$ cat src/rtl/rr_mux_pkg.sv
// ---------------------------------------------------------------------------
// rr_mux_pkg
// Shared types and helpers for the round-robin mux arbiter.
//   state_t  : arbiter FSM states (IDLE, GRANT)
//   NUM_REQ  : number of requesters sharing the mux
//   onehot() : 2-bit index -> 4-bit one-hot grant vector
//   pick()   : round-robin search, first set request bit starting at ptr
// ---------------------------------------------------------------------------
package rr_mux_pkg;

    localparam int NUM_REQ = 4;

    typedef enum logic {
        IDLE  = 1'b0,
        GRANT = 1'b1
    } state_t;

    function automatic logic [NUM_REQ-1:0] onehot(input logic [1:0] idx);
        return 4'b0001 << idx;
    endfunction

    // Scans from the farthest candidate back to ptr so the last hit kept is
    // the nearest one in round-robin order (ptr, ptr+1, ... mod 4).
    function automatic logic [1:0] pick(input logic [1:0]         ptr,
                                        input logic [NUM_REQ-1:0] req);
        logic [1:0] idx;
        logic [1:0] res;
        res = ptr;
        for (int i = NUM_REQ - 1; i >= 0; i--) begin
            idx = ptr + 2'(i);
            if (req[idx]) begin
                res = idx;
            end
        end
        return res;
    endfunction

endpackage

$ cat src/rtl/mux4.sv
// ---------------------------------------------------------------------------
// mux4
// Purely combinational 4:1 multiplexer, WIDTH bits per input.
//   data_in : packed inputs, input i at data_in[i*WIDTH +: WIDTH]
//   sel     : input index
//   y       : selected input
// ---------------------------------------------------------------------------
module mux4 #(
    parameter int WIDTH = 2
) (
    input  logic [4*WIDTH-1:0] data_in,
    input  logic [1:0]         sel,
    output logic [WIDTH-1:0]   y
);

    always_comb begin
        y = '0;
        case (sel)
            2'd0:    y = data_in[0*WIDTH +: WIDTH];
            2'd1:    y = data_in[1*WIDTH +: WIDTH];
            2'd2:    y = data_in[2*WIDTH +: WIDTH];
            default: y = data_in[3*WIDTH +: WIDTH];
        endcase
    end

endmodule

$ cat src/rtl/rr_mux_arbiter.sv
// ---------------------------------------------------------------------------
// rr_mux_arbiter
// Round-robin arbiter sharing one 4:1 WIDTH-bit mux output between four
// requesters. Each grant lasts at most HOLD cycles; a requester that drops
// its request releases the output on the next edge.
//   CLOCK_50 : clock, rising edge
//   reset    : asynchronous, active-high
//   req      : request vector, bit i = requester i
//   data_in  : packed requester data, requester i at data_in[i*WIDTH +: WIDTH]
//   gnt      : registered one-hot grant (zero when idle)
//   sel      : registered index of granted requester (holds last value idle)
//   valid    : high while a grant is active
//   m        : data of requester sel while valid, else 0 (combinational)
// ---------------------------------------------------------------------------
module rr_mux_arbiter
    import rr_mux_pkg::*;
#(
    parameter int WIDTH = 2,
    parameter int HOLD  = 4
) (
    input  logic                 CLOCK_50,
    input  logic                 reset,
    input  logic [3:0]           req,
    input  logic [4*WIDTH-1:0]   data_in,
    output logic [3:0]           gnt,
    output logic [1:0]           sel,
    output logic                 valid,
    output logic [WIDTH-1:0]     m
);

    localparam logic [3:0] HOLD_LAST = 4'(HOLD - 1);

    state_t     state_q, state_d;
    logic [3:0] gnt_q, gnt_d;
    logic [1:0] sel_q, sel_d;
    logic       valid_q, valid_d;
    logic [1:0] rr_ptr_q, rr_ptr_d;
    logic [3:0] hold_cnt_q, hold_cnt_d;
    logic [3:0] masked_req;
    logic [WIDTH-1:0] mux_y;

    always_ff @(posedge CLOCK_50 or posedge reset) begin
        if (reset) begin
            state_q    <= IDLE;
            gnt_q      <= '0;
            sel_q      <= '0;
            valid_q    <= 1'b0;
            rr_ptr_q   <= '0;
            hold_cnt_q <= '0;
        end else begin
            state_q    <= state_d;
            gnt_q      <= gnt_d;
            sel_q      <= sel_d;
            valid_q    <= valid_d;
            rr_ptr_q   <= rr_ptr_d;
            hold_cnt_q <= hold_cnt_d;
        end
    end

    always_comb begin
        state_d    = state_q;
        gnt_d      = gnt_q;
        sel_d      = sel_q;
        valid_d    = valid_q;
        rr_ptr_d   = rr_ptr_q;
        hold_cnt_d = hold_cnt_q;
        // The requester whose grant is ending may not win the same edge.
        masked_req = req & ~onehot(sel_q);

        case (state_q)
            IDLE: begin
                if (req != 4'b0000) begin
                    sel_d      = pick(rr_ptr_q, req);
                    gnt_d      = onehot(sel_d);
                    valid_d    = 1'b1;
                    hold_cnt_d = '0;
                    state_d    = GRANT;
                end else begin
                    gnt_d   = '0;
                    valid_d = 1'b0;
                end
            end

            GRANT: begin
                if (!req[sel_q] || (hold_cnt_q == HOLD_LAST)) begin
                    rr_ptr_d   = sel_q + 2'd1;
                    hold_cnt_d = '0;
                    if (masked_req != 4'b0000) begin
                        // Hand over directly, no idle bubble.
                        sel_d = pick(sel_q + 2'd1, masked_req);
                        gnt_d = onehot(sel_d);
                    end else begin
                        gnt_d   = '0;
                        valid_d = 1'b0;
                        state_d = IDLE;
                    end
                end else begin
                    hold_cnt_d = hold_cnt_q + 4'd1;
                end
            end

            default: begin
                state_d = IDLE;
                gnt_d   = '0;
                valid_d = 1'b0;
            end
        endcase
    end

    mux4 #(.WIDTH(WIDTH)) u_mux4 (
        .data_in (data_in),
        .sel     (sel_q),
        .y       (mux_y)
    );

    assign gnt   = gnt_q;
    assign sel   = sel_q;
    assign valid = valid_q;
    assign m     = valid_q ? mux_y : '0;

endmodule
$ cat config.mk
export PLATFORM = sky130hd
export DESIGN_NAME = rr_mux_arbiter
export DESIGN_NICKNAME = d
export VERILOG_FILES = /design/src/rtl/rr_mux_pkg.sv /design/src/rtl/mux4.sv /design/src/rtl/rr_mux_arbiter.sv
export SDC_FILE = /design/constraint.sdc
export NUM_CORES = 1
export LEC_CHECK = 0
export ABC_AREA = 1
export BUFFER_PORTS_ARGS = -buffer_cell sky130_fd_sc_hd__buf_4
export CAP_MARGIN = 40
export CORE_MARGIN = 2
export CORE_UTILIZATION = 55
export CTS_BUF_LIST = sky130_fd_sc_hd__clkbuf_16
export DETAILED_ROUTE_END_ITERATION = 16
export PLACE_DENSITY = 0.81
export SLEW_MARGIN = 20
export SYNTH_ARGS = -nofsm -noshare
export SYNTH_HDL_FRONTEND = slang
export SYNTH_SLANG_ARGS = --single-unit
$ cat constraint.sdc
create_clock -name CLOCK_50 -period 2.4 [get_ports CLOCK_50]
set_input_delay 0.6 -clock CLOCK_50 [delete_from_list [all_inputs] [get_ports CLOCK_50]]
set_output_delay 0.6 -clock CLOCK_50 [all_outputs]
set_load 0.03 [all_outputs]
==> flow_metrics.tcl, run 1 <==
set metrics [dict create \
    design.portCount 23 \
    path_delay_family "buffers and inverters" \
    initial_core_util_pct 58.31 \
    finalHoldViolations 0 \
    synth_fp_nets 227 \
    synth_top_area_share_pct 27.16 \
    max_stage_delay_ns 0.38 \
    area_growth_pct 20.47 \
    drv_cap 0 \
    fin_worst_skew_ns 0.002499 \
    num_rows 17 \
    drc_errors 0 \
    core-area_um2 2212 \
    tns_ns 0 \
    synthesis.area_um2 1290 \
    grt_max_degree 15 \
    layout.nets 253 \
    syn_inst 208 \
    reg2reg_from "sel[0]" \
    avgSynthCellArea_um2 6.202 \
    grt_pass1_vias 1380 \
    path_max_fanout 14 \
    postCtsHoldBufs 0 \
    setup_viol 0 \
    antenna_cells 0 \
    clock-sinks 14 \
    startpoint_type "flip-flop" \
    place_hpwl_mm 2.513 \
    track_usage_pct 27.74 \
    overflow 0 \
    cpMostUsedCell "buf_4" \
    wl_per_cell_um 12.83 \
    antenna_found_initial 0 \
    crit_chain "buf_4 -> ha_1 -> inv_1 -> o21ai_0 -> a31oi_1 -> buf_4" \
    cts_resized 0 \
    multi_input_area_um2 812.0 \
    die_area_um2 2749 \
    path_clk_slew_ns 0.05 \
    synth_cell_types 23 \
    seq_area_frac_synth_pct 27.16 \
    gp_congestion 0.9168 \
    ant_nets 0 \
    fill_cells 192 \
    grt_pass1_wl_mm 5.727 \
    drt_wl_total_mm 3.349 \
    dieHeight_um 52.43 \
    reg2reg_depth 10 \
    max-slew-margin-rel_pct 63.87 \
    yosysWarnings 0 \
    crit_path_end_kind "primary output" \
    period_share_pct 91.58 \
    avgViaCountPerCell 5.402 \
    ys_ff_latch 14 \
    outcome "complete, no violations" \
    cts_buffers 3 \
    clockRootBuffer "clkbuf_16" \
    seq_area_um2 350.3 \
    crit_arrival_ns 1.60 \
    first_pass_iters 4 \
    slowest_stage "dfrtp_1" \
    hp-class "input port to async pin" \
    post_cts_buffers 0 \
    maxSlewViolCount 0 \
    path_buf_inv 3 \
    drive_above_1_share_pct 16.31 \
    worst-setup-path-type "flip-flop to primary output" \
    crit_required_ns 1.80 \
    drtIter0Drc 51 \
    cts_tree "done" \
    htreeDepth 1 \
    period_needed_ns 2.198 \
    r2r-end "valid" \
    synth_area_leaders "dfrtp_1 (27%), nand2_1 (22%), nand3_1 (8.1%)" \
    via_count 1410 \
    fmax_mhz 455.0 \
    synth_top_area_cell "dfrtp_1" \
    cts_buffer_depth 2 \
    rsz0062_at_grt "false" \
    place.port_buffers 22 \
    worst_pin_slew_ns 0.5414 \
    clk_latency_ns 0.24 \
    rrSetupSlack_ns 0.40 \
    die_w_um 52.43 \
]
-- through the flow --
step	util [%]	cell area [µm²]	hold slack [ns]	setup WS (ns)	instances
after floorplan	-	1290	0.4783	0.2365	208
after global placement	66.69	1475	0.4693	0.4432	257
after detailed placement	66.69	1475	0.4739	0.4416	257
after CTS	70.25	1554	0.4078	0.1932	261
after global routing	70.25	1554	0.4544	0.1049	261
final	70.25	1554	0.4041	0.2021	261
-- cell usage in the layout, fill, tap and decap left out, types with 2 or more instances in the layout --
cell type,netlist,layout
a21oi_1,8,8
a31oi_1,2,2
buf_4,0,23
clkbuf_16,0,3
dfrtp_1,14,14
ha_1,5,5
inv_1,25,25
inv_2,3,3
nand2_1,76,76
nand2_2,4,4
nand3_1,21,21
nand3_2,3,3
nand4_1,6,6
nor2_1,16,16
o21ai_0,12,12
xnor2_1,2,2
xor2_1,2,2
-- cells by family (layout without fill, tap and decap cells) --
family / count (synthesis) / after routing / synth area share, %
and+or+nand+nor: 128 / 128 / 43.07
buffers and inverters: 30 / 55 / 9.893
AOI/OAI and AO/OA: 26 / 26 / 11.54
DFF: 14 / 14 / 27.16
adders and majority gates: 5 / 5 / 4.850
xor gates and xnor gates: 4 / 4 / 2.716
muxes: 1 / 1 / 0.7760
-- cell usage after synthesis, drive strengths merged --
library cell / count
a21boi: 1
a21oi: 8
a31oi: 2
a32o: 1
and2: 1
buf: 2
dfrtp: 14
ha: 5
inv: 28
mux2i: 1
nand2: 80
nand3: 24
nand4: 6
nor2: 16
o21a: 1
o21ai: 12
o31ai: 1
or2: 1
xnor2: 2
xor2: 2
-- final cells by class --
cell class | count | area share [%]
sequential | 14 | 22.54
inverter | 28 | 6.763
clock inverter | 1 | 0.2415
timing repair buffer | 23 | 11.11
multi-input combinational | 164 | 52.25
tap | 28 | 2.254
clock buffer | 3 | 4.831
-- registers in the layout, indices dropped and copies added, names as in the netlist --
signal / count
gnt: 4
hold_cnt_q: 4
rr_ptr_q: 2
sel: 2
state_q: 1
valid: 1
-- worst max-delay path by stage --
stage	startpoint	to	slack (ns)	cells past startpoint
final	sel[0]	m[0]	0.20	6
after global routing	sel[0]	m[0]	0.10	6
after CTS	sel[0]	m[1]	0.19	6
after detailed placement	sel[0]	valid	0.44	10
after global placement	sel[0]	m[1]	0.44	6
after floorplan	sel[0]	m[0]	0.24	4
-- layer usage --
layer	track usage, %	wire length [µm]
met4	6.838	31
met1	35.87	1502
met2	47.50	1650
met5	0	0
met3	5.143	164
Power of run 1 is not shown: default switching activity piles up to over one toggle a cycle in this logic, so the estimate is an artifact.
==> run 2, diff against run 1 <==
CORE_UTILIZATION = 49   (was 55)
PLACE_DENSITY = 0.71   (was 0.81)
==> run 2 against run 1 <==
Against the previous run:
- sequential cell count is the same
- via count grew 2.3%
- non-clock buffer count is the same
- worst hold slack lost 0.021 ns
- worst setup slack gained 0.050 ns
- die area grew 11%
- critical endpoint unchanged
- highest routed layer unchanged
==> flow_metrics.tcl, run 2 (same netlist as run 1, synthesis figures left out) <==
set metrics [dict create \
    post_cts_buffers 0 \
    drc_errors 0 \
    fmax_mhz 465.6 \
    maxSlewViolCount 0 \
    dpl_worst_slack_ns 0.2627 \
    initial_core_util_pct 52.07 \
    crit_arrival_ns 1.55 \
    via_count 1443 \
    hp-class "input port to async pin" \
    core-area_um2 2477 \
    dieHeight_um 55.31 \
    cts_buffers 3 \
    path_clk_slew_ns 0.05 \
    antenna_found_initial 0 \
    wl_per_cell_um 12.25 \
    met3_length_um 174 \
    finalHoldViolations 0 \
    overflow 0 \
    grt_pass1_vias 1286 \
    worst_pin_slew_ns 0.5131 \
    antenna_cells 0 \
    highest_layer "met4" \
    cts_buffer_depth 2 \
    num_rows 18 \
    clock-sinks 14 \
    grt_pass1_wl_mm 5.451 \
    outcome "complete, no violations" \
    drt_wl_total_mm 3.222 \
    crit_required_ns 1.80 \
    layout_setup_ws_ns 0.2522 \
    final_util_pct 62.88 \
    worst-setup-path-type "flip-flop to primary output" \
    die_w_um 55.31 \
    drtIter0Drc 56 \
    most-common-layout-cells "nand2_1 (76), inv_1 (25), buf_4 (23)" \
    grt_max_degree 15 \
    setup_viol 0 \
    final_common_cell "nand2_1" \
    place_hpwl_mm 2.496 \
    place.port_buffers 22 \
    ant_nets 0 \
    gp_congestion 0.9516 \
    period_share_pct 89.49 \
    area_growth_pct 20.76 \
    die_area_um2 3059 \
    first_pass_iters 4 \
    cts_tree "done" \
    startpoint_type "flip-flop" \
    wl_met2_mm 1.549 \
    design.portCount 23 \
    rsz0062_at_grt "false" \
    finalNonFillerCells 263 \
    max-slew-margin-rel_pct 65.75 \
    avgViaCountPerCell 5.487 \
    fin_worst_skew_ns 0.007127 \
    drive_above_1_share_pct 16.74 \
    drt-met1-wl_mm 1.449 \
    drv_cap 0 \
    htreeDepth 1 \
    period_needed_ns 2.148 \
    postCtsHoldBufs 0 \
    clk_latency_ns 0.25 \
    layout.nets 253 \
    clockRootBuffer "clkbuf_16" \
    track_usage_pct 21.54 \
    path_max_fanout 10 \
    crit_path_end_kind "primary output" \
    dp_cells 259 \
    tns_ns 0 \
]
-- run 2: changes by cell type in the layout (fill, tap and decap cells not counted) --
cell / change
dfrtp_1: -1
dfrtp_2: +1
-- run 2: metrics by stage --
step | instance area, µm² | hold slack (ns)
floorplan | 1290 | 0.4783
global placement | 1478 | 0.4676
detailed placement | 1478 | 0.4739
CTS | 1556 | 0.4035
global route | 1558 | 0.4413
finish | 1558 | 0.3836
-- run 2: worst max-delay path, stage by stage (launching register included) --
cell	delay, ns
dfrtp_2	0.47
inv_2	0.17
ha_1	0.25
nand2_1	0.07
a31oi_1	0.16
buf_4	0.18
-- run 2: final timing paths --
path                            slack (ns)             to  depth (start not counted)   start
worst max-delay path                  0.25           m[0]                          5  sel[0]
worst min-delay path                  0.38  hold_cnt_q[2]                          2   reset
worst max register to register        0.34         gnt[1]                         14  sel[1]
worst min register to register        0.49         gnt[1]                          2  gnt[1]
max in group asynchronous             1.64         sel[0]                          2   reset
min in group CLOCK_50                 0.49         gnt[1]                          2  gnt[1]
-- run 2: metal layers --
metal	vias to the layer above	GRT usage, %
li1	716	-
met1	673	28.09
met2	48	36.56
met3	6	5.386
met4	0	3.484
met5	-	0
-- run 2: final cells by class --
cell class	instances	area, µm²
clock buffer	3	75.07
clock inverter	1	3.754
fill	216	919.6
inverter	28	105.1
multi-input combinational	164	812.0
sequential	14	351.6
tap	30	37.54
timing repair buffer	23	172.7
-- run 2: timing repair --
action | 4_1_cts | 5_1_grt
hold endpoints to repair | 0 | 0
endpoints found under the setup margin | 0 | 2
gates resized for setup | 0 | 1
Power of run 2 is left out for the same reason.
==> run 3, diff against run 2 <==
RECOVER_POWER = 100   (was unset)
==> run 3 against run 2 <==
Against the previous run:
- via count is 0.55% higher
- sequential cell count is the same
- die area unchanged
==> flow_metrics.tcl, run 3 (same netlist as run 1, synthesis figures left out) <==
set metrics [dict create \
    htreeDepth 1 \
    die_area_um2 3059 \
    reg2reg_depth 14 \
    maxSlewViolCount 0 \
    fill_cells 221 \
    place_hpwl_mm 2.496 \
    crit_required_ns 1.80 \
    postCtsHoldBufs 0 \
    reg2reg_from "sel[1]" \
    rrSetupSlack_ns 0.31 \
    grt_max_degree 15 \
    track_usage_pct 21.54 \
    slowest_stage "dfrtp_2" \
    grt_pass1_wl_mm 5.451 \
    tns_ns 0 \
    period_share_pct 90.60 \
    place.port_buffers 22 \
    drv_cap 0 \
    layout.nets 253 \
    final_common_cell "nand2_1" \
    overflow 0 \
    num_rows 18 \
    first_pass_iters 4 \
    path_clk_slew_ns 0.05 \
    drtIter0Drc 62 \
    drive_above_1_share_pct 11.16 \
    startpoint_type "flip-flop" \
    fin_worst_skew_ns 0.006353 \
    initial_core_util_pct 52.07 \
    fmax_mhz 459.9 \
    r2r-end "gnt[3]" \
    hp-class "input port to async pin" \
    drc_errors 0 \
    clockRootBuffer "clkbuf_16" \
    crit_chain "inv_2 -> ha_1 -> nand2_1 -> a31oi_1 -> clkbuf_2" \
    core-area_um2 2477 \
    grt_pass1_vias 1286 \
    drt_wl_total_mm 3.187 \
    period_needed_ns 2.174 \
    via_count 1451 \
    ant_nets 0 \
    max_stage_delay_ns 0.47 \
    die_w_um 55.31 \
    antenna_found_initial 0 \
    wl_per_cell_um 12.12 \
    most-common-layout-cells "nand2_1 (79), inv_1 (27), nand3_1 (22)" \
    avgViaCountPerCell 5.517 \
    outcome "complete, no violations" \
    area_growth_pct 17.36 \
    worst_pin_slew_ns 0.5067 \
    cts_buffers 3 \
    design.portCount 23 \
    crit_path_end_kind "primary output" \
    path_max_fanout 10 \
    gp_congestion 0.9516 \
    cts_buffer_depth 2 \
    rsz0062_at_grt "false" \
    clk_latency_ns 0.25 \
    cts_tree "done" \
    antenna_cells 0 \
    setup_viol 0 \
    crit_arrival_ns 1.57 \
    worst-setup-path-type "flip-flop to primary output" \
    max-slew-margin-rel_pct 66.18 \
    clock-sinks 14 \
    dieHeight_um 55.31 \
    finalHoldViolations 0 \
]
## run 3: changes by cell type in the layout (fill, tap and decap cells not counted), sizes merged
cell	before	now
clkbuf	3	13
buf	23	13
## run 3: area by class of cell
type	count	area [µm²]	area share [%]
Clock inverter	1	3.754	0.2479
Timing Repair Buffer	23	141.4	9.339
Multi-Input combinational cell	164	799.5	52.81
Tap cell	30	37.54	2.479
Clock buffer	3	75.07	4.959
Sequential cell	14	351.6	23.22
Inverter	28	105.1	6.942
## run 3: what timing repair did
item / 4_1_cts / 5_1_grt
endpoints found under the setup margin: 0 / 2
gates resized for setup: 0 / 1
buffers inserted: 0 / 0
## run 3: routing by layer
metal  GRT usage (%)  vias to the layer above  wire length, µm
met5               0                        -                0
met2           36.56                       60             1545
met1           28.09                      666             1408
met4           3.484                        0               34
met3           5.386                        4              199
li1                -                      721                -
## run 3: worst max path at each step
stage	start	end	slack [ns]	cells past startpoint
finish	sel[0]	m[0]	0.23	5
global route	sel[0]	gnt[3]	0.07	14
CTS	sel[0]	m[1]	0.20	5
detailed placement	sel[0]	gnt[1]	0.26	14
global placement	sel[0]	gnt[0]	0.33	13
floorplan	sel[0]	m[0]	0.24	4
## run 3: worst max-delay path: cells and delay by family, from the launching register on
family	cells	cell delay, ns
fa+ha+maj	1	0.25
compound gates	1	0.16
simple gates	1	0.07
flops	1	0.47
buf+inv	2	0.39
## run 3: per-stage QoR
| step | setup WS [ns] | area, µm² | hold WS (ns) | util [%] | cells |
|---|---|---|---|---|---|
| after global placement | 0.3273 | 1478 | 0.4676 | 59.65 | 259 |
| final | 0.2256 | 1514 | 0.3826 | 61.11 | 263 |
| after global routing | 0.06902 | 1514 | 0.4421 | 61.11 | 263 |
| after CTS | 0.2009 | 1556 | 0.4035 | 62.83 | 263 |
| after floorplan | 0.2365 | 1290 | 0.4783 | - | 208 |
| after detailed placement | 0.2627 | 1478 | 0.4739 | 59.65 | 259 |
Power of run 3 is left out for the same reason.
